## src/rtl/mem_port_arbiter.sv

```systemverilog
// Two-port arbiter sharing one registered data-memory port between the CPU load/store
// path and a DMA engine. It uses round-robin arbitration with a bounded DMA burst under lock.
module mem_port_arbiter #(
  parameter int unsigned AW        = 16,
  parameter int unsigned DW        = 128,
  parameter int unsigned MAX_BURST = 4
) (
  input  logic          clk,
  input  logic          reset,
  input  logic          cpu_req,
  input  logic          cpu_we,
  input  logic [AW-1:0] cpu_addr,
  input  logic [DW-1:0] cpu_wdata,
  output logic          cpu_gnt,
  output logic          cpu_stall,
  output logic          cpu_rvalid,
  input  logic          dma_req,
  input  logic          dma_we,
  input  logic [AW-1:0] dma_addr,
  input  logic [DW-1:0] dma_wdata,
  input  logic          dma_lock,
  output logic          dma_gnt,
  output logic          dma_rvalid,
  output logic [DW-1:0] rdata,
  output logic          mem_en,
  output logic          mem_we,
  output logic [AW-1:0] mem_addr,
  output logic [DW-1:0] mem_wdata,
  input  logic [DW-1:0] mem_rdata
);

  typedef enum logic [1:0] {StIdle, StCOwn, StDOwn, StDBurst} state_e;

  localparam logic [3:0] MaxBurst = 4'(MAX_BURST);

  state_e        state_q, state_d;
  logic [3:0]    burst_cnt_q, burst_cnt_d;
  logic          last_d_q, last_d_d;
  logic          mem_en_q, mem_we_q;
  logic [AW-1:0] mem_addr_q;
  logic [DW-1:0] mem_wdata_q;
  logic          rd1_cpu_q, rd1_dma_q, rd2_cpu_q, rd2_dma_q;

  always_comb begin
    cpu_gnt     = 1'b0;
    dma_gnt     = 1'b0;
    state_d     = StIdle;
    burst_cnt_d = '0;
    last_d_d    = last_d_q;

    if (cpu_req && dma_req) begin
      // Lock priority only holds while the DMA keeps dma_lock asserted.
      if (state_q == StDBurst && dma_lock) begin
        if (burst_cnt_q < MaxBurst) dma_gnt = 1'b1;
        else                        cpu_gnt = 1'b1;
      end else if (last_d_q) begin
        cpu_gnt = 1'b1;
      end else begin
        dma_gnt = 1'b1;
      end
    end else begin
      cpu_gnt = cpu_req;
      dma_gnt = dma_req;
    end

    if (cpu_gnt) begin
      state_d  = StCOwn;
      last_d_d = 1'b0;
    end else if (dma_gnt) begin
      last_d_d = 1'b1;
      if (dma_lock) begin
        state_d     = StDBurst;
        burst_cnt_d = (burst_cnt_q == MaxBurst) ? MaxBurst : burst_cnt_q + 4'd1;
      end else begin
        state_d = StDOwn;
      end
    end
  end

  always_ff @(posedge clk or negedge reset) begin
    if (!reset) begin
      state_q     <= StIdle;
      burst_cnt_q <= '0;
      last_d_q    <= 1'b1;
      mem_en_q    <= 1'b0;
      mem_we_q    <= 1'b0;
      mem_addr_q  <= '0;
      mem_wdata_q <= '0;
      rd1_cpu_q   <= 1'b0;
      rd1_dma_q   <= 1'b0;
      rd2_cpu_q   <= 1'b0;
      rd2_dma_q   <= 1'b0;
    end else begin
      state_q     <= state_d;
      burst_cnt_q <= burst_cnt_d;
      last_d_q    <= last_d_d;
      mem_en_q    <= cpu_gnt | dma_gnt;
      mem_we_q    <= (cpu_gnt & cpu_we) | (dma_gnt & dma_we);
      if (cpu_gnt) begin
        mem_addr_q  <= cpu_addr;
        mem_wdata_q <= cpu_wdata;
      end else if (dma_gnt) begin
        mem_addr_q  <= dma_addr;
        mem_wdata_q <= dma_wdata;
      end
      // Read tag pipe: stage 1 lines up with mem_en, stage 2 with mem_rdata.
      rd1_cpu_q <= cpu_gnt & ~cpu_we;
      rd1_dma_q <= dma_gnt & ~dma_we;
      rd2_cpu_q <= rd1_cpu_q;
      rd2_dma_q <= rd1_dma_q;
    end
  end

  assign cpu_stall  = cpu_req & ~cpu_gnt;
  assign cpu_rvalid = rd2_cpu_q;
  assign dma_rvalid = rd2_dma_q;
  assign rdata      = mem_rdata;
  assign mem_en     = mem_en_q;
  assign mem_we     = mem_we_q;
  assign mem_addr   = mem_addr_q;
  assign mem_wdata  = mem_wdata_q;

endmodule

```

## config.mk

```make
export PLATFORM = sky130hd
export DESIGN_NAME = mem_port_arbiter
export DESIGN_NICKNAME = d
export VERILOG_FILES = /design/src/rtl/mem_port_arbiter.sv
export SDC_FILE = /design/constraint.sdc
export NUM_CORES = 1
export LEC_CHECK = 0
export CORE_AREA = 2 2 273 275
export DETAILED_ROUTE_END_ITERATION = 16
export DIE_AREA = 0 0 275 277
export GPL_TIMING_DRIVEN = 0
export SLEW_MARGIN = 10
export SYNTH_ARGS = -nofsm -noshare
export SYNTH_HDL_FRONTEND = slang
export SYNTH_SLANG_ARGS = --single-unit
```

## constraint.sdc

```tcl
create_clock -name clk -period 2.39 [get_ports clk]
set_input_delay 0.5975 -clock clk [delete_from_list [all_inputs] [get_ports clk]]
set_output_delay 0.5975 -clock clk [all_outputs]
set_load 0.03 [all_outputs]
```

==> summary.txt <==
status -> finished with violations
failing checks -> setup timing
Final #Nets -> 2373
drt first pass iters -> 5
CP bufs+invs -> 1
Yosys warning count -> 0
initial antenna violation count -> 7
RSZ-0062 raised after global routing -> true
power share of the combinational group -> 43.4%
I/O Buffers -> 572
most area-consuming cells after synthesis -> dfrtp_1 (30%), mux2i_1 (22%), o311a_1 (11%), nor4b_1 (9.7%), nor3b_1 (8.4%)
Reg power frac -> 29.7%
CP max stage cell -> dfrtp_2
syn_nets -> 1776
ys async rst share -> 100%
Setup WS post-layout -> -26.3 ps
Routed WL -> 68600 µm
Num CTS Buffers -> 17
power per cell area -> 529 nW/µm²
Final Max Tran Viols -> 0
clock buffer depth -> 2
synthesized flop and latch total -> 157
Sink Count -> 157
crit-path cells -> or3b_4 -> mux2_4 -> nor2_4 -> buf_6
Final ANT Viol Nets -> 0
# IOs -> 702
worst vdd ir -> 0.000362 V
gr ovfl total -> 0
share of cells above drive strength 1 -> 12.5%
Mean Syn Cell Area -> 9.67 µm²
largest family of logic cells by synthesized area -> simple AND/OR/NAND/NOR gates
final core occ -> 28.3%
Clock transition at path regs -> 80 ps
sequential cell area -> 3930 µm²
critical path arrival -> 1820 ps
CTS tree -> built
CP Launch Type -> flop
CTS root buf -> clkbuf_16
post-synthesis adder-cell area fraction -> 0.192%
Synth Area in XOR/XNOR -> 0%
Syn-to-layout area delta -> 59.4%
Die Width -> 275 µm
Rows -> 100
Hold Fails Final Rpt -> 0
placed instance area -> 20000 µm²
DRC errors left -> 0
vias per cell -> 4.67
initial core utilization -> 17.8%
GRT Overall Usage -> 17.3%
Sw Ratio -> 37.9%
pin count of the biggest net entering global routing -> 82
ys flop type -> dfrtp_1
Internal -> 6.84 mW
Synth Area in Compound Gates -> 11.3%
Final period util -> 101%
critical path peak fanout -> 2
mux share of post-synthesis cell area -> 22.4%
via count -> 13700
vias in the first global route -> 14400
Post-synth EDFFs -> 0
WS Path Type -> flop to output port
final setup fails -> 3
CP required -> 1790 ps
max cap viols -> 0
Max stage delay on crit path -> 410 ps
clock latency on the worst-skew pair -> 490 ps
die area -> 76200 µm²
post-synthesis cell type count -> 31
Tmin final -> 2420 ps
first-pass GRT wire length -> 97700 µm
Slew HR -> 30.7%
Setup crit end kind -> output port
number of H-tree levels -> 4
simple logic cell fraction of the synthesized area -> 23.1%
Final Wtd Congestion -> 0.870
filler cell count in the final layout -> 7718
CP delay by family, top -> simple AND/OR/NAND/NOR gates
Tightest Pin Transition -> 1040 ps
Final Instance Area -> 20800 µm²
sequential area share after synthesis -> 30.1%
Final Skew -> 15.7 ps
# hold bufs at CTS -> 0
fmax -> 414 MHz
Clk pwr share -> 26.9%
hpwl dp -> 53700 µm
Netlist Area Pre-Place -> 13100 µm²
1st-iter DRT viols -> 841
area of the multi-input gates -> 7490 µm²
Die H -> 277 µm
setup TNS -> -53.9 ps
post-synth top area cell -> dfrtp_1
Core Region -> 73600 µm²
WL/cell -> 23.4 µm
post-synth top area share -> 29.9%
Static Leak -> 7.94 nW
Sw Pwr -> 4.17 mW
worst hold-check path type -> primary input to async pin
Cells after Synth -> 1351
[cell usage after synthesis, types with 3 or more instances]
cell and n:
buf_4 142, nor4b_1 144, o311a_1 144, clkbuf_1 108, nor3b_1 146, mux2i_1 289, nand2_1 148, buf_1 5
nor2b_1 3, dfrtp_1 156, nor2_1 5, buf_2 36, nor3_1 3
[metrics by stage]
| stage | power [mW] | setup slack (ps) | hold WS, ps | std cells |
|---|---|---|---|---|
| after global routing | 11.5 | -113 | 94.1 | 2930 |
| after detailed placement | 8.07 | -1640 | 341 | 2893 |
| after global placement | 8.00 | -6500 | 344 | 2892 |
| final | 11.0 | -26.3 | 55.3 | 2934 |
| after floorplan | 5.80 | 29.3 | 302 | 1351 |
| after CTS | 11.1 | -124 | 70.9 | 2931 |
[cell type report]
type,instances,area share (%)
Clock buffer,21,2.21
Tap cell,969,5.82
Inverter,3,0.0601
Antenna cell,4,0.0481
Timing Repair Buffer,581,28.0
Clock inverter,11,0.631
Multi-Input combinational cell,900,36.0
Sequential cell,157,18.9
Buffer,288,8.41
[state kept, by name, summed over array words and instances, names as in the netlist, 2 cells and up]
| name | cells |
|---|---|
| state_q | 2 |
| burst_cnt_q | 4 |
| mem_addr | 16 |
| mem_wdata | 128 |
[path summary, 6_finish.rpt]
path | from | end | slack (ps) | cells past startpoint
worst max-delay path | burst_cnt_q[2] | cpu_stall | -30 | 4
worst min-delay path | reset | mem_wdata[75] | 60 | 1
worst max register to register | burst_cnt_q[2] | mem_wdata[57] | 140 | 6
worst min register to register | rd1_cpu_q | cpu_rvalid | 350 | 0
max in group asynchronous | reset | mem_wdata[0] | 1380 | 2
min in group clk | rd1_cpu_q | cpu_rvalid | 350 | 0
[per-layer routing]
metal	vias to the layer above	part of all wire [%]	track usage [%]
met2	593	49	30.0
met1	6832	39	19.5
met3	81	8.4	5.47
met4	8	3.4	6.93
met5	-	0.074	0
li1	6189	-	-
[cell families (layout without fill, tap and decap cells)]
group / after synthesis / after routing
AOI/OAI and AO/OA: 150 / 150
DFF: 157 / 157
muxes: 291 / 291
buffers and inverters: 294 / 904
and+or+nand+nor: 457 / 457
adders and majority gates: 2 / 2
other: 0 / 4
[power groups by stage]
stage                     logic (mW)  clock network (mW)  registers (mW)
after floorplan                 1.80                   0            4.00
after global placement          4.69                   0            3.31
after detailed placement        4.75                   0            3.31
after CTS                       4.81                3.05            3.27
after global routing            5.07                3.15            3.30
final                           4.78                2.96            3.27
[layout by cell type (no fill, tap or decap), types with 34 or more instances in the layout]
cell / n
o311a_1: 144
mux2i_1: 289
buf_2: 34
buf_4: 148
nor3b_1: 146
nand2_1: 148
clkbuf_1: 97
clkdlybuf4s50_1: 562
dfrtp_1: 155
nor4b_1: 144
[timing repair]
item	4_1_cts	5_1_grt
setup endpoints to repair	83	22
hold endpoints to repair	0	0
pin swaps	2	1
gates cloned	0	0
buffers inserted	8	0
resized for setup	56	12
Note: power is estimated with default switching activity, not from simulation.
